`src/rtl/ccff_loader_if.sv`:
```
// ccff_loader_if: host stream, readback and chain pins of the configuration-chain loader
interface ccff_loader_if #(parameter int CNT_W = 11);
  logic             start;
  logic [31:0]      s_data;
  logic             s_valid;
  logic             s_ready;
  logic             ccff_head;
  logic             ccff_shift_en;
  logic             ccff_tail;
  logic [31:0]      rb_data;
  logic             rb_valid;
  logic             rb_ready;
  logic             busy;
  logic             done;
  logic [CNT_W-1:0] bit_count;
  modport master (
    output start, s_data, s_valid, ccff_tail, rb_ready,
    input  s_ready, ccff_head, ccff_shift_en, rb_data, rb_valid, busy, done, bit_count
  );
  modport slave (
    input  start, s_data, s_valid, ccff_tail, rb_ready,
    output s_ready, ccff_head, ccff_shift_en, rb_data, rb_valid, busy, done, bit_count
  );
endinterface

```
`src/rtl/ccff_loader.sv`:
```
// ccff_loader: shifts CHAIN_LEN bitstream bits into the config chain head and
// packs the bits falling out of the tail into 32-bit readback words.
module ccff_loader #(
  parameter int CHAIN_LEN = 1024,
  parameter int CNT_W     = $clog2(CHAIN_LEN + 1)
) (
  input logic         prog_clk,
  input logic         prog_reset_n,
  ccff_loader_if.slave bus
);
  typedef enum logic [1:0] {IDLE, LOAD, FLUSH, DONE} state_t;
  localparam int               NW   = (CHAIN_LEN + 31) / 32;
  localparam logic [CNT_W-1:0] CL   = CNT_W'(CHAIN_LEN);
  localparam logic [CNT_W-1:0] NW_C = CNT_W'(NW);
  localparam logic [5:0]       LAST = (CHAIN_LEN % 32 == 0) ? 6'd32 : 6'(CHAIN_LEN % 32);
  state_t           state_q, state_d;
  logic [31:0]      word_q, word_d, acc_q, acc_d, rb_q, rb_d, acc_b;
  logic [5:0]       left_q, left_d, acc_n_q, acc_n_d, n_b;
  logic [CNT_W-1:0] bit_count_q, bit_count_d, words_q, words_d;
  logic             rbv_q, rbv_d;
  logic             load, clr, acc_full, shift, ready, take, xfer;
  always_comb begin
    load        = state_q == LOAD;
    clr         = bus.start && (state_q == IDLE || state_q == DONE);
    acc_full    = acc_n_q == 6'd32 || (bit_count_q == CL && acc_n_q != 6'd0);
    shift       = load && left_q != 6'd0 && bit_count_q < CL && !(acc_full && rbv_q);
    ready       = load && words_q < NW_C && (left_q == 6'd0 || (shift && left_q == 6'd1));
    take        = ready && bus.s_valid;
    xfer        = acc_full && !rbv_q;
    // A full accumulator moves to the readback register in the same cycle a new tail bit lands
    acc_b       = xfer ? '0 : acc_q;
    n_b         = xfer ? '0 : acc_n_q;
    word_d      = clr ? '0 : take ? bus.s_data : shift ? {word_q[30:0], 1'b0} : word_q;
    left_d      = clr ? '0 : take ? ((words_q == NW_C - 1'b1) ? LAST : 6'd32) : left_q - 6'(shift);
    acc_d       = clr ? '0 : shift ? (acc_b | ({31'b0, bus.ccff_tail} << (5'd31 - n_b[4:0]))) : acc_b;
    acc_n_d     = clr ? '0 : n_b + 6'(shift);
    words_d     = clr ? '0 : words_q + CNT_W'(take);
    bit_count_d = clr ? '0 : bit_count_q + CNT_W'(shift);
    rb_d        = xfer ? acc_q : rb_q;
    rbv_d       = xfer || (rbv_q && !bus.rb_ready);
    state_d     = clr ? LOAD :
                  (load && bit_count_q == CL) ? FLUSH :
                  (state_q == FLUSH && acc_n_q == 6'd0 && (!rbv_q || bus.rb_ready)) ? DONE :
                  state_q;
  end
  always_ff @(posedge prog_clk or negedge prog_reset_n)
    if (!prog_reset_n) begin
      state_q     <= IDLE;
      word_q      <= '0;
      left_q      <= '0;
      acc_q       <= '0;
      acc_n_q     <= '0;
      words_q     <= '0;
      bit_count_q <= '0;
      rb_q        <= '0;
      rbv_q       <= 1'b0;
    end else begin
      state_q     <= state_d;
      word_q      <= word_d;
      left_q      <= left_d;
      acc_q       <= acc_d;
      acc_n_q     <= acc_n_d;
      words_q     <= words_d;
      bit_count_q <= bit_count_d;
      rb_q        <= rb_d;
      rbv_q       <= rbv_d;
    end
  assign bus.s_ready       = ready;
  assign bus.ccff_head     = word_q[31];
  assign bus.ccff_shift_en = shift;
  assign bus.rb_data       = rb_q;
  assign bus.rb_valid      = rbv_q;
  assign bus.busy          = load || state_q == FLUSH;
  assign bus.done          = state_q == DONE;
  assign bus.bit_count     = bit_count_q;
endmodule

```
`src/flat_wrapper.sv`:
```
// flat-port wrapper written by rule: the top's interface ports become plain ports
module ccff_loader_flat 
#(
  parameter int CHAIN_LEN = 1024,
  parameter int CNT_W     = $clog2(CHAIN_LEN + 1)
)
  (prog_clk, prog_reset_n, bus_start, bus_s_data, bus_s_valid, bus_ccff_tail, bus_rb_ready, bus_s_ready, bus_ccff_head, bus_ccff_shift_en, bus_rb_data, bus_rb_valid, bus_busy, bus_done, bus_bit_count);
  ccff_loader_if #(.CNT_W(CNT_W)) bus_i ();
  input logic prog_clk;
  input logic prog_reset_n;
  input wire logic [$bits(bus_i.start)-1:0] bus_start;
  input wire logic [$bits(bus_i.s_data)-1:0] bus_s_data;
  input wire logic [$bits(bus_i.s_valid)-1:0] bus_s_valid;
  input wire logic [$bits(bus_i.ccff_tail)-1:0] bus_ccff_tail;
  input wire logic [$bits(bus_i.rb_ready)-1:0] bus_rb_ready;
  output wire logic [$bits(bus_i.s_ready)-1:0] bus_s_ready;
  output wire logic [$bits(bus_i.ccff_head)-1:0] bus_ccff_head;
  output wire logic [$bits(bus_i.ccff_shift_en)-1:0] bus_ccff_shift_en;
  output wire logic [$bits(bus_i.rb_data)-1:0] bus_rb_data;
  output wire logic [$bits(bus_i.rb_valid)-1:0] bus_rb_valid;
  output wire logic [$bits(bus_i.busy)-1:0] bus_busy;
  output wire logic [$bits(bus_i.done)-1:0] bus_done;
  output wire logic [$bits(bus_i.bit_count)-1:0] bus_bit_count;
  assign bus_i.start = bus_start;
  assign bus_i.s_data = bus_s_data;
  assign bus_i.s_valid = bus_s_valid;
  assign bus_i.ccff_tail = bus_ccff_tail;
  assign bus_i.rb_ready = bus_rb_ready;
  assign bus_s_ready = bus_i.s_ready;
  assign bus_ccff_head = bus_i.ccff_head;
  assign bus_ccff_shift_en = bus_i.ccff_shift_en;
  assign bus_rb_data = bus_i.rb_data;
  assign bus_rb_valid = bus_i.rb_valid;
  assign bus_busy = bus_i.busy;
  assign bus_done = bus_i.done;
  assign bus_bit_count = bus_i.bit_count;
  ccff_loader #(.CHAIN_LEN(CHAIN_LEN), .CNT_W(CNT_W)) u_core (.prog_clk(prog_clk), .prog_reset_n(prog_reset_n), .bus(bus_i));
endmodule
```
`config.mk`:
```
export PLATFORM = sky130hd
export DESIGN_NAME = ccff_loader_flat
export DESIGN_NICKNAME = d
export VERILOG_FILES = /design/src/rtl/ccff_loader_if.sv /design/src/rtl/ccff_loader.sv /design/src/flat_wrapper.sv
export SDC_FILE = /design/constraint.sdc
export NUM_CORES = 1
export LEC_CHECK = 0
export ABC_AREA = 1
export BUFFER_PORTS_ARGS = -buffer_cell sky130_fd_sc_hd__buf_2
export CORE_ASPECT_RATIO = 1.2
export CORE_MARGIN = 5
export CORE_UTILIZATION = 62
export CTS_CLUSTER_SIZE = 8
export DETAILED_ROUTE_END_ITERATION = 12
export PLACE_DENSITY_LB_ADDON = 0.05
export REMOVE_ABC_BUFFERS = 1
export SETUP_SLACK_MARGIN = 0.4
export SYNTH_ARGS = -nofsm -noshare
export SYNTH_HDL_FRONTEND = slang
export SYNTH_SLANG_ARGS = --single-unit
```
`constraint.sdc`:
```
create_clock -name prog_clk -period 5.23 [get_ports prog_clk]
set_input_delay 1.046 -clock prog_clk [delete_from_list [all_inputs] [get_ports prog_clk]]
set_output_delay 1.046 -clock prog_clk [all_outputs]
set_load 0.01 [all_outputs]
```
After elaboration in Yosys (flattened, before gate mapping)
Index checks and enable logic that the tools add are counted.
{"block": "word_totals", "register_bits": 133, "wordCells": 70}
{"block": "classes", "mux": 15, "order_cmp": 2, "eq_ne": 6, "n_bitwise": 1, "shifts": 1, "n_addsub": 5, "reduce_logical": 31}
{"op": "$mux 32", "count": 6}
{"op": "$or 32x32->32", "count": 1}
{"op": "$shl 1x5->32", "count": 1}
{"op": "$mux 6", "count": 4}
{"op": "$add 11x1->11", "count": 2}
{"op": "$mux 11", "count": 2}
{"op": "$logic_and 1x1->1", "count": 15}
{"op": "$logic_not 6->1", "count": 2}
{"op": "$reduce_bool 6->1", "count": 2}
{"op": "$eq 11x11->1 const B", "count": 1}
{"op": "$lt 11x11->1 const B", "count": 1}
{"op": "$lt 11x6->1 const B", "count": 1}
{"op": "$add 6x1->6", "count": 1}
{"op": "$eq 6x1->1 const B", "count": 1}
{"op": "$eq 6x6->1 const B", "count": 1}
{"op": "$logic_or 1x1->1", "count": 6}
{"op": "$mux 2", "count": 3}
{"op": "$reduce_bool 3->1", "count": 2}
{"op": "$sub 6x1->6", "count": 1}
{"op": "$sub 5x5->5 const A", "count": 1}
{"op": "$eq 2x2->1 const B", "count": 2}
{"op": "$logic_not 1->1", "count": 3}
{"op": "$eq 2x1->1 const B", "count": 1}
{"op": "$logic_not 2->1", "count": 1}

Depth between registers and ports, before layout
Gate-level depths: netlist (run 1).
{"block": "logic_depth", "depth_word": 12, "depth_mapped": 22, "ltp_nobuf": 21}

Least setup slack after synthesis (run 1)
No wires, ideal clock.
{"block": "synth_timing", "path_type": "input port to flip-flop", "from": "input port bus_s_valid", "to": "register u_core.words_q[10]", "t_arrival_ps": 2750, "setup_ps": 123, "slack_ps": 2356, "path_buffers": 2, "required_ps": 5107, "path_stages": 15, "path_cell_list": "clkbuf_1 -> nand3_4 -> buf_4 -> inv_2 -> ha_1 -> ha_1 -> nand2_1 -> nor2_1 -> inv_1 -> nor2_1 -> nand3_1 -> nor3_1 -> nand2_1 -> o21ai_0 -> a21oi_1"}
{"block": "synth_between", "elab_chain_len": 3}
{"item": "start: declaration", "line_no": "flat_wrapper.sv:13", "text": "input wire logic [$bits(bus_i.s_valid)-1:0] bus_s_valid;"}
{"item": "$logic_and 1x1->1", "line_no": "ccff_loader.sv:28", "text": "take = ready && bus.s_valid;"}
{"item": "$add 11x1->11", "line_no": "ccff_loader.sv:37", "text": "words_d = clr ? '0 : words_q + CNT_W'(take);"}
{"item": "$mux 11", "line_no": "ccff_loader.sv:37"}
{"item": "named net u_core.words_d[10]", "line_no": "ccff_loader.sv:19", "text": "logic [CNT_W-1:0] bit_count_q, bit_count_d, words_q, words_d;"}
{"item": "end signal: assignment", "line_no": "ccff_loader.sv:63", "text": "words_q <= words_d;"}
{"item": "end: declaration", "line_no": "ccff_loader.sv:19"}
The timed path passes the listed nets, and every way through them passes these cells.
A chain may end at the register's enable or synchronous reset.

Final worst setup path (run 1)
{"block": "layout_timing", "from": "register u_core.state_q[0]", "to": "register u_core.words_q[10]"}
{"block": "layout_between", "elab_chain_len": 10, "word_cells_on_any_way": 15, "classes_between": "add/sub (1); eq/ne (2); mux (1); reduce/logical (11)"}
{"item": "start: declaration", "line_no": "ccff_loader.sv:16", "text": "state_t state_q, state_d;"}
{"item": "start signal: assignment", "line_no": "ccff_loader.sv:58", "text": "state_q <= state_d;"}
{"item": "$eq 2x1->1", "line_no": "ccff_loader.sv:23", "text": "load = state_q == LOAD;"}
{"item": "$logic_and 1x1->1 (3 in series)", "line_no": "ccff_loader.sv:26", "text": "shift = load && left_q != 6'd0 && bit_count_q < CL && !(acc_full && rbv_q);"}
{"item": "$logic_and 1x1->1", "line_no": "ccff_loader.sv:27", "text": "ready = load && words_q < NW_C && (left_q == 6'd0 || (shift && left_q == 6'd1));"}
{"item": "$logic_or 1x1->1", "line_no": "ccff_loader.sv:27"}
{"item": "$logic_and 1x1->1", "line_no": "ccff_loader.sv:27"}
{"item": "$logic_and 1x1->1", "line_no": "ccff_loader.sv:28"}
{"item": "$add 11x1->11", "line_no": "ccff_loader.sv:37"}
{"item": "$mux 11 *", "line_no": "ccff_loader.sv:37"}
{"item": "named net u_core.words_d[10]", "line_no": "ccff_loader.sv:19"}
Mark *: on every way through the listed nets, which the timed path passes. The rest lies on a longest branch.

==> summary.md, run 1 <==
| Metric | Value |
|---|---|
| Outcome | finished clean |
| Reg2reg end | u_core.words_q[10] |
| Commonest non-fill, non-tap cell in the layout | nand2_1 |
| Placement Setup Slack | between 1500 and 2000 ps |
| Clock slew at reported path FFs | approximately 60 ps |
| Crit start category | flop |
| Grt total ovfl | 0 |
| Worst Setup Slack, final | 1620 ps |
| Post_cts resized | 0 |
| Dpl cell area | between 6000 and 7000 sq um |
| Min-delay src | u_core.acc_q[7] |
| Power Density | 516 nW/um^2 |
| Reg2Reg Depth | 18 |
| Achievable Freq | ~280 MHz |
| Pre-Repair DR Iteration Count | 5 |
| TritonCTS clock tree | done |
| Max-cap violations | 0 |
| Die Width | 102 microns |
| Largest net degree at the start of global routing | 61 |
| #FFs+latches synth | 133 |
| GP Congestion | between 0.8 and 0.9 |
| CP arrival | slightly below 4000 ps |
| DR vias/cell | approximately 5.4 |
| Fin nets | about 900 |
| Commonest non-fill, non-tap cells in the layout | nand2_1 (328), dfrtp_1 (133), buf_2 (85) |
| DRC violations left | 0 |
| Share of cells above drive strength 1 | between 10% and 20% |
| Inserted Diodes | 0 |
| Root buf cell | clkbuf_16 |
| Final setup viols | 0 |
| Slew Viols, Final | 0 |
| Worst Path Max Fanout | 34 |
| Initial DRC count | about 320 |
| Max-Slew Margin vs Limit | a little under two fifths |
| TNS Setup | 0 ps |
| Leak Pwr | a little over 4 nW |
| Per-cell routed wire length | 14.0 microns |
| Design area | 7400 sq um |
| Crit. End Element | flop |
| CTS Hold Bufs | 0 |
| Clock network power share | between 30% and 40% |
| Ys Warns | 0 |
| Initial antenna violation count | 0 |
| Worst slew pin tran | between 900 and 1000 ps |
| Net Sw Power | 0.00136 W |
| Skew final | between 9 and 10 ps |
| H-tree depth reported by CTS | 4 |
| Combinational Power Share | between 20% and 30% |
| Sw frac | between 30% and 40% |
| Non-filler cells, final | 1,004 |
| Cells after Synth | approximately 800 |
| Vias post-DR | ~5,400 |
| Core area | between 10,000 and 15,000 sq um |
| Min cycle time layout | 3610 ps |
| Row Count | 40 |
| Placed insts | between 900 and 1,000 |
| IO buf count | between 80 and 90 |
| Fill cells | 785 |
| Final Hold Fails | 0 |
| CP Class | flop to flop |
| Cell Int Power | 0.00246 W |
| Reg power frac | between 30% and 40% |
| First-pass GRT wire length | 24.2 mm |
| Area Overhead vs Synth | 16.6% |
| Initial core utilization | 63.4% |
| Post-CTS setup buffers | 0 |
| Required time at the worst-slack endpoint | 5560 ps |
| Avg Inst Size Synth | 7.96 sq um |
| Total track usage | 24.4% |
| I/O pin cnt | 87 |
| RSZ-0062 raised after global routing | no |
| CP Launch Point | u_core.state_q[0] |
| Post-route antenna net violation count | 0 |
| Worst Hold Endpoint | u_core.bus.rb_data[7] |
| Vias in the first global route | about 5,300 |
| Post-Syn Area | about 6300 sq um |
| Flop-to-flop setup slack | 1620 ps |
| Peak supply drop | approximately 0.00033 V |
| Routed WL | 14.1 mm |
| Hold Path Cell Cnt | 2 |
| Seq/Total Area, Yosys | between 50% and 60% |
| R2R Path Start | u_core.state_q[0] |
| Die height | 121 microns |
| Max Root-Sink Buffers | 2 |
| CTS Buf Count | 17 |
| Clk Latency, worst-skew pair | 410 ps |
| Worst hold-check path type | flop to flop |
| Pwr Total | 0.00382 W |
| Final period util | between 60% and 70% |
| Die ar. | between 10,000 and 15,000 sq um |
| Synth unique cells | 30 |
| Clk sinks | between 100 and 150 |
| Dpl hpwl | roughly 8.9 mm |
## how the worst max path moves through the flow
stage | to | cells past startpoint
2_1_floorplan | u_core.words_q[10] | 20
6_report | u_core.words_q[10] | 18
3_3_place_gp | u_core.words_q[10] | 14
5_1_grt | u_core.words_q[10] | 19
3_5_place_dp | u_core.words_q[10] | 14
4_1_cts | u_core.words_q[10] | 19
## synthesized netlist by cell type
master | instances | area share [%]
nand3_1 | 40 | 3.2
nor3_1 | 9 | 0.71
o311ai_1 | 1 | 0.14
nor4_1 | 1 | 0.099
a21boi_0 | 1 | 0.12
nand2_1 | 328 | 19
clkbuf_1 | 21 | 1.2
buf_1 | 4 | 0.24
dfrtp_1 | 133 | 52
nor2_1 | 53 | 3.1
nand2_2 | 2 | 0.20
a21oi_1 | 50 | 3.9
ha_1 | 11 | 2.2
a21oi_2 | 1 | 0.14
buf_6 | 1 | 0.18
inv_2 | 5 | 0.30
xor2_1 | 4 | 0.55
clkinv_1 | 1 | 0.059
buf_2 | 8 | 0.63
nand2_4 | 2 | 0.36
inv_1 | 46 | 2.7
a211oi_1 | 1 | 0.12
o21ai_0 | 12 | 0.95
nand3_4 | 1 | 0.28
nor2_2 | 2 | 0.20
nor2_4 | 4 | 0.71
nand4_1 | 43 | 4.2
nand3_2 | 3 | 0.47
xnor2_1 | 1 | 0.14
buf_4 | 8 | 0.95
## sequential cells by signal (all words and copies together) (netlist names)
name,flops
u_core.bus.bit_count,11
u_core.word_q,32
u_core.bus.rb_valid,1
u_core.acc_n_q,6
u_core.acc_q,32
u_core.state_q,2
u_core.left_q,6
u_core.words_q,11
u_core.bus.rb_data,32
## cells by family after synthesis
group | Yosys count | share of synthesized area, %
AO/OA/AOI/OAI | 66 | 5.40
adder cells (fa/ha/maj) | 11 | 2.17
XOR/XNOR | 5 | 0.690
AND/OR/NAND/NOR | 488 | 33.0
flip-flops | 133 | 52.5
buffers and inverters | 94 | 6.31
## power groups by stage
| stage | combinational [W] | sequential (W) | clock, W |
|---|---|---|---|
| 6_report | 0.00108 | 0.00147 | 0.00126 |
| 5_1_grt | 0.00124 | 0.00150 | 0.00134 |
| 4_1_cts | 0.00108 | 0.00147 | 0.00128 |
| 3_5_place_dp | 0.00107 | 0.00148 | 0 |
| 3_3_place_gp | 0.00103 | 0.00146 | 0 |
| 2_1_floorplan | 0.000764 | 0.00146 | 0 |
## through the flow
step	util [%]	hold WS (ps)
floorplan	-	442
global placement	67.6	453
detailed placement	67.6	452
CTS	73.9	468
global route	73.9	491
finish	73.9	466
## critical path, stage by stage (launching register included)
cell	delay, ps
dfrtp_1	420
ha_1	250
nand2_1	70
nor2_1	50
nand2_1	80
clkinv_1	730
nand3_4	710
inv_2	70
ha_1	210
ha_1	200
nand2_1	90
nor2_1	40
inv_1	80
nor2_1	60
nand3_1	80
nor3_1	70
nand2_1	80
o21ai_0	80
a21oi_1	160
## cell type report
class	instances	area [sq um]	area share (%)
clock buffers	20	457	6.17
flip-flops and latches	133	3330	45.0
well taps	126	158	2.13
multi-input cells	570	2620	35.3
repair buffers	91	470	6.36
clock inverters	12	176	2.38
inverters	52	195	2.64
## per-layer routing
| layer | GRT usage (%) | up-vias | part of all wire [%] |
|---|---|---|---|
| met2 | 40.7 | 138 | 52 |
| met5 | 0 | - | 0 |
| met3 | 5.14 | 23 | 4.1 |
| met1 | 31.1 | 2556 | 42 |
| met4 | 9.27 | 0 | 1.7 |
| li1 | - | 2681 | - |
Power figures use the tool's default switching activity.
==> run 2: changes to the inputs <==
--- a/config.mk
+++ b/config.mk
@@ -9,7 +9,7 @@
 export BUFFER_PORTS_ARGS = -buffer_cell sky130_fd_sc_hd__buf_2
 export CORE_ASPECT_RATIO = 1.2
 export CORE_MARGIN = 5
-export CORE_UTILIZATION = 62
+export CORE_UTILIZATION = 58
 export CTS_CLUSTER_SIZE = 8
 export DETAILED_ROUTE_END_ITERATION = 12
 export PLACE_DENSITY_LB_ADDON = 0.05
==> constraint.sdc (replaced) <==
create_clock -name prog_clk -period 3.6 [get_ports prog_clk]
set_input_delay 0.72 -clock prog_clk [delete_from_list [all_inputs] [get_ports prog_clk]]
set_output_delay 0.72 -clock prog_clk [all_outputs]
set_load 0.01 [all_outputs]
==> run 2 against run 1 <==
  * Non-clock buffer count grew 3
  * Die area grew 6.3%
  * Register-to-register slack lost 840 ps
  * Critical path type is now flop to output port
  * Critical endpoint is now bus_s_ready
  * Highest routed layer unchanged
==> summary.md, run 2 (same netlist as run 1, synthesis figures left out) <==
| Metric | Value |
|---|---|
| Clk sinks | 133 (unchanged) |
| Per-cell routed wire length | 14.0 microns (about the same) |
| Routed WL | 14.1 mm (about the same) |
| Final setup viols | 0 (unchanged) |
| DRC violations left | 0 (unchanged) |
| CP arrival | 2260 ps (was 3940 ps) |
| Final period util | 82.9% |
| Max-Slew Margin vs Limit | 29.8% (was 36.7%) |
| Root buf cell | clkbuf_16 (unchanged) |
| Clock slew at reported path FFs | 50 ps (was 60 ps) |
| Pre-Repair DR Iteration Count | 6 (was 5) |
| Fill cells | 907 (was 785) |
| Skew final | 9.97 ps (was 9.03 ps) |
| Total track usage | 22.4% (was 24.4%) |
| First-pass GRT wire length | 24.6 mm (was 24.2 mm) |
| R2R Path Start | u_core.acc_n_q[1] (was u_core.state_q[0]) |
| Row Count | 41 (was 40) |
| Vias post-DR | 5,432 (was 5,398) |
| Vias in the first global route | 5,514 (was 5,274) |
| Post-route antenna net violation count | 0 (unchanged) |
| Post_cts resized | 0 (unchanged) |
| Inserted Diodes | 0 (unchanged) |
| Most used cell, CP | nand2_1 (unchanged) |
| Leak Pwr | 4.09 nW (about the same) |
| Placement Setup Slack | 828 ps (was 1610 ps) |
| Required time at the worst-slack endpoint | 2880 ps (was 5560 ps) |
| RSZ-0062 raised after global routing | no (unchanged) |
| H-tree depth reported by CTS | 4 (unchanged) |
| Crit path cell chain | nor2_1, nand3_2, nand3_2, nand2_1, nand2_1, nand2_4, nand2_4, buf_4, nand2_1, inv_1, buf_2 (was ha_1, nand2_1, nor2_1, nand2_1, clkinv_1, nand3_4, inv_2, ha_1, ha_1, nand2_1, nor2_1, inv_1, nor2_1, nand3_1, nor3_1, nand2_1, o21ai_0, a21oi_1) |
| Crit. End Element | output port (was flop) |
| Reg area | 3330 sq um (unchanged) |
| Grt total ovfl | 0 (unchanged) |
| Die height | 125 microns (was 121 microns) |
| Worst Path Max Fanout | 32 (was 34) |
| Fin nets | 917 (was 914) |
| Max-cap violations | 0 (unchanged) |
| Die ar. | 13,100 sq um (was 12,400 sq um) |
| Worst hold-check path type | flop to flop (unchanged) |
| Flop-to-flop setup slack | 780 ps (was 1620 ps) |
| Dpl hpwl | 8.88 mm (was 8.85 mm) |
| Area of the multi-input gates | 2620 sq um (unchanged) |
| Min-delay src | u_core.acc_q[16] (was u_core.acc_q[7]) |
| Largest net degree at the start of global routing | 84 (was 61) |
| CP max-delay cell | dfrtp_1 (was clkinv_1) |
| Peak supply drop | 0.000502 V (was 0.000332 V) |
| Area Overhead vs Synth | 17.0% (was 16.6%) |
| Reg2reg end | u_core.words_q[10] (unchanged) |
| Hold Path Cell Cnt | 2 (unchanged) |
| IO buf count | 86 (unchanged) |
| CP peak stage delay | 430 ps (was 730 ps) |
| Final Hold Fails | 0 (unchanged) |
| Worst Setup Slack, final | 617 ps (was 1620 ps) |
| Min cycle time layout | between 2000 and 3000 ps |
| Initial antenna violation count | 0 (unchanged) |
| Crit start category | flop (unchanged) |
| Outcome | finished clean (unchanged) |
| Core area | 10,600 sq um (was 10,000 sq um) |
| Worst Hold Endpoint | u_core.bus.rb_data[16] (was u_core.bus.rb_data[7]) |
| GP Congestion | 0.888 (was 0.874) |
| Clk Latency, worst-skew pair | 420 ps (was 410 ps) |
| Initial DRC count | 241 (was 317) |
| CTS Buf Count | 17 (unchanged) |
| DR vias/cell | 5.38 (about the same) |
| Worst slew pin tran | 1050 ps (was 943 ps) |
| Reg2Reg Depth | 20 (was 18) |
| TNS Setup | 0 ps (unchanged) |
| Achievable Freq | roughly 340 MHz |
| Initial core utilization | 59.7% (was 63.4%) |
| I/O pin cnt | 87 (unchanged) |
| CP Class | flop to output port (was flop to flop) |
| CTS Hold Bufs | 0 (unchanged) |
| Share of cells above drive strength 1 | 16.0% (was 16.2%) |
| Final core occ | 69.9% (was 73.9%) |
| Slew Viols, Final | 0 (unchanged) |
| Hold slack | 464 ps (was 466 ps) |
| Post-CTS setup buffers | 0 (unchanged) |
| Die Width | 105 microns (was 102 microns) |
| TritonCTS clock tree | done (unchanged) |
| Power Density | 745 nW/um^2 (was 516 nW/um^2) |
| Commonest non-fill, non-tap cell in the layout | nand2_1 (unchanged) |
| Commonest non-fill, non-tap cells in the layout | nand2_1 (328), dfrtp_1 (133), buf_2 (85) (unchanged) |
| Max Root-Sink Buffers | 2 (unchanged) |
[run 2: per-stage QoR]
step           cell area [sq um]  total power, W  std cells
2_1_floorplan               6140         0.00323        755
3_3_place_gp                6810         0.00364        978
3_5_place_dp                6810         0.00371        978
4_1_cts                     7420         0.00555       1009
5_1_grt                     7420         0.00590       1009
6_report                    7420         0.00553       1009
[run 2: report_power, final]
| group | internal (W) | switching, W |
|---|---|---|
| clock network | 0.00119 | 0.000621 |
| registers | 0.00187 | 0.000265 |
| logic | 0.000519 | 0.00107 |
[run 2: worst max-delay path: cells and delay by family (launching register included)]
kind,cells,cell delay (ps)
and+or+nand+nor,8,930
DFF,1,430
buffers and inverters,3,480
[run 2: worst max-delay path by stage]
stage | endpoint | from | slack [ps] | cells past startpoint
floorplan | u_core.words_q[10] | u_core.acc_n_q[3] | 650 | 20
global placement | u_core.words_q[10] | u_core.acc_n_q[1] | 920 | 20
detailed placement | u_core.words_q[10] | u_core.acc_n_q[1] | 830 | 20
CTS | bus_s_ready | u_core.acc_n_q[1] | 610 | 11
global route | bus_s_ready | u_core.acc_n_q[1] | 400 | 11
finish | bus_s_ready | u_core.acc_n_q[1] | 620 | 11
[run 2: final cells by class]
cell class	instances	share of cell area, %
Inverter	52	2.63
Clock inverter	8	2.01
Timing Repair Buffer	94	6.81
Multi-Input combinational cell	570	35.2
Clock buffer	23	6.30
Sequential cell	133	44.8
Tap cell	129	2.17
[run 2: routing by layer]
layer	track usage (%)	routed length [microns]	vias to the layer above
met5	0	0	-
met4	7.88	246	0
met3	5.65	629	22
met2	39.2	7230	145
met1	26.6	5980	2561
li1	-	-	2704
==> run 3: changes to the inputs <==
--- a/config.mk
+++ b/config.mk
@@ -5,7 +5,7 @@
 export SDC_FILE = /design/constraint.sdc
 export NUM_CORES = 1
 export LEC_CHECK = 0
-export ABC_AREA = 1
+export ABC_AREA = 0
 export BUFFER_PORTS_ARGS = -buffer_cell sky130_fd_sc_hd__buf_2
 export CORE_ASPECT_RATIO = 1.2
 export CORE_MARGIN = 5
==> constraint.sdc (replaced) <==
create_clock -name prog_clk -period 2.8 [get_ports prog_clk]
set_input_delay 0.56 -clock prog_clk [delete_from_list [all_inputs] [get_ports prog_clk]]
set_output_delay 0.56 -clock prog_clk [all_outputs]
set_load 0.01 [all_outputs]
==> run 3 against run 2 <==
  * First-iteration DRC count up 12%
  * Global-route usage up 0.43 points
  * Register-to-register slack worse by 290 ps
  * Wire length up 3.8%
  * Cell area up 5.5%
  * Final cell count down 20%
  * Synthesized cell count down 28%
  * Die area up 2.4%
  * Non-clock buffer count up 16
  * Via count down 13%
  * Clock skew down 3.3 ps
  * Sequential cell count unchanged
  * Critical endpoint is now bus_ccff_shift_en
  * Highest routed layer is now met5
==> summary.md, run 3 <==
| Metric | Value |
|---|---|
| Required time at the worst-slack endpoint | 2240 ps (was 2880 ps) |
| Worst slew pin tran | 703 ps (was 1050 ps) |
| Skew final | 6.64 ps (was 9.97 ps) |
| Synth unique cells | 50 (was 30) |
| Ranking of synthesized cells by area | dfrtp_1 (51%), mux2_2 (9.5%), a22oi_2 (3.8%) (was dfrtp_1 (52%), nand2_1 (19%), nand4_1 (4.2%)) |
| Crit path cell chain | inv_2, ha_4, inv_1, a311oi_4, and2_4, buf_6, buf_2 (was nor2_1, nand3_2, nand3_2, nand2_1, nand2_1, nand2_4, nand2_4, buf_4, nand2_1, inv_1, buf_2) |
| Total track usage | 22.8% (was 22.4%) |
| CP Launch Point | u_core.state_q[1] (was u_core.acc_n_q[1]) |
| Slew Viols, Final | 0 (unchanged) |
| Max-Slew Margin vs Limit | 53.0% (was 29.8%) |
| CP arrival | 1890 ps (was 2260 ps) |
| Commonest non-fill, non-tap cell in the layout | dfrtp_1 (was nand2_1) |
| Ys Warns | 0 (unchanged) |
| Die ar. | 13,500 sq um (was 13,100 sq um) |
| Final Hold Fails | 0 (unchanged) |
| Achievable Freq | between 400 and 500 MHz |
| Peak supply drop | 0.000394 V (was 0.000502 V) |
| Initial DRC count | 271 (was 241) |
| GP Congestion | 0.863 (was 0.888) |
| Die Width | 107 microns (was 105 microns) |
| Grt total ovfl | 0 (unchanged) |
| Most frequent cell after synthesis | dfrtp_1 (was nand2_1) |
| Max Root-Sink Buffers | 2 (unchanged) |
| Leak Pwr | 3.71 nW (was 4.09 nW) |
| CTS Buf Count | 17 (unchanged) |
| R2R Path Start | u_core.state_q[1] (was u_core.acc_n_q[1]) |
| CP max-delay cell | dfrtp_1 (unchanged) |
| Clock slew at reported path FFs | 60 ps (was 50 ps) |
| Final period util | just under 90% |
| Core area | 11,000 sq um (was 10,600 sq um) |
| Final setup viols | 0 (unchanged) |
| Per-cell routed wire length | 18.0 microns (was 14.0 microns) |
| Cells after Synth | 570 (was 797) |
| Die height | 126 microns (was 125 microns) |
| Fin nets | 716 (was 917) |
| Initial antenna violation count | 1 (was 0) |
| Inserted Diodes | 0 (unchanged) |
| Worst hold-check path type | primary input to async pin (was flop to flop) |
| Top-area cell type share of the netlist area | 51.1% (was 52.5%) |
| Clk sinks | 133 (unchanged) |
| I/O pin cnt | 87 (unchanged) |
| Top cells by count, synth | dfrtp_1 (133), nor2_1 (65), mux2_2 (55) (was nand2_1 (328), dfrtp_1 (133), nor2_1 (53)) |
| Initial core utilization | 59.0% (was 59.7%) |
| Power Density | 554 nW/um^2 (was 745 nW/um^2) |
| Routed WL | 14.6 mm (was 14.1 mm) |
| Dpl cell area | 7020 sq um (was 6810 sq um) |
| Ys async rst share | 100% (unchanged) |
| Largest area contributor in the netlist | dfrtp_1 (unchanged) |
| Min cycle time layout | ~2500 ps |
| Pre-Repair DR Iteration Count | 4 (was 6) |
| Vias post-DR | 4,719 (was 5,432) |
| Dpl hpwl | 9.48 mm (was 8.88 mm) |
| Row Count | 42 (was 41) |
| Share of cells above drive strength 1 | 39.0% (was 16.0%) |
| Pwr Total | 0.00434 W (was 0.00553 W) |
| H-tree depth reported by CTS | 4 (unchanged) |
| Crit start category | flop (unchanged) |
| Root buf cell | clkbuf_16 (unchanged) |
| Max-cap violations | 0 (unchanged) |
| Largest net degree at the start of global routing | 47 (was 84) |
| CP peak stage delay | 380 ps (was 430 ps) |
| Post-Syn Area | 6510 sq um (was 6340 sq um) |
| Area Overhead vs Synth | 20.2% (was 17.0%) |
| Ys flop type | dfrtp_1 (unchanged) |
| First-pass GRT wire length | 24.4 mm (was 24.6 mm) |
| EDFF count, synth | 0 (unchanged) |
| DR vias/cell | 5.81 (was 5.38) |
| Avg Inst Size Synth | 11.4 sq um (was 7.96 sq um) |
| Crit. End Element | output port (unchanged) |
| RSZ-0062 raised after global routing | yes (was no) |
| Vias in the first global route | 4,920 (was 5,514) |
| Outcome | finished clean (unchanged) |
| IO buf count | 86 (unchanged) |
| Worst Path Max Fanout | 10 (was 32) |
| Clk Latency, worst-skew pair | 420 ps (about the same) |
| DRC violations left | 0 (unchanged) |
| CP Class | flop to output port (unchanged) |
| Design area | 7830 sq um (was 7420 sq um) |
| TritonCTS clock tree | done (unchanged) |
| #FFs+latches synth | 133 (unchanged) |
| Seq/Total Area, Yosys | 51.1% (was 52.5%) |
| Commonest non-fill, non-tap cells in the layout | dfrtp_1 (126), buf_2 (85), nor2_1 (64) (was nand2_1 (328), dfrtp_1 (133), buf_2 (85)) |
| Post-route antenna net violation count | 0 (unchanged) |
run 3: changes by cell type after synthesis, moves of 19 or more:
cell,delta
a22oi_2,+20
o21a_1,+19
nand3_1,-20
a21oi_2,+19
nand2_1,-285
a21oi_1,-32
mux2_2,+55
inv_1,-36
nand4_1,-37
run 3: final cells by class:
type,count,area (sq um)
clock buffers,20,447
clock inverters,12,178
fillers,824,3210
inverters,10,37.5
multi-input cells,395,3020
flip-flops and latches,133,3340
well taps,132,165
repair buffers,110,642
run 3: what timing repair did:
action,4_1_cts,5_1_grt
buffers inserted,5,5
gates cloned,1,0
hold buffers,0,0
pin swaps,5,6
setup endpoints to repair,43,24
gates resized for setup,9,14
run 3: per-stage QoR:
stage / hold slack [ps] / std cells / TNS [ps] / setup WS, ps / util [%]
after global routing: 171 / 812 / 0 / 291 / 70.9
after floorplan: 264 / 537 / -6080 / -725 / -
after CTS: 150 / 807 / 0 / 282 / 70.1
after detailed placement: 482 / 769 / 0 / 231 / 63.7
final: 135 / 812 / 0 / 345 / 70.9
after global placement: 474 / 769 / 0 / 317 / 63.7
run 3: final timing paths:
kind,endpoint,slack (ps),cells past startpoint
worst min register to register,u_core.acc_q[4],490,1
worst max-delay path,bus_ccff_shift_en,350,7
max in group asynchronous,u_core.acc_q[14],1880,2
min in group prog_clk,u_core.word_q[28],390,3
worst min-delay path,u_core.bus.rb_data[22],140,1
worst max register to register,u_core.left_q[5],490,11
run 3: cells by family after synthesis:
family          share of synthesized area (%)
simple gates                             14.0
flops                                    51.1
xor+xnor                                 3.36
buf+inv                                  4.15
fa+ha+maj                                2.11
compound gates                           14.4
mux                                      10.9
run 3: metal layers:
metal	vias to the layer above	share of wire (%)	track usage, %
met4	2	2.3	10.2
met5	-	0.048	0
met3	36	4.9	6.19
met2	115	50	36.3
met1	2355	43	29.4
li1	2211	-	-
run 3: critical path, delay by kind of cell (launching register included):
kind / cells / cell delay [ps]
buffers and inverters: 4 / 470
flip-flops: 1 / 380
AND/OR/NAND/NOR: 1 / 210
adder cells (fa/ha/maj): 1 / 150
AO/OA/AOI/OAI: 1 / 260
run 3: where the power goes:
part / switching [W] / internal (W)
Sequential: 0.0000000000000000000924 / 0.00192
Clock: 0.000818 / 0.00151
Combinational: 0.0000553 / 0.0000256
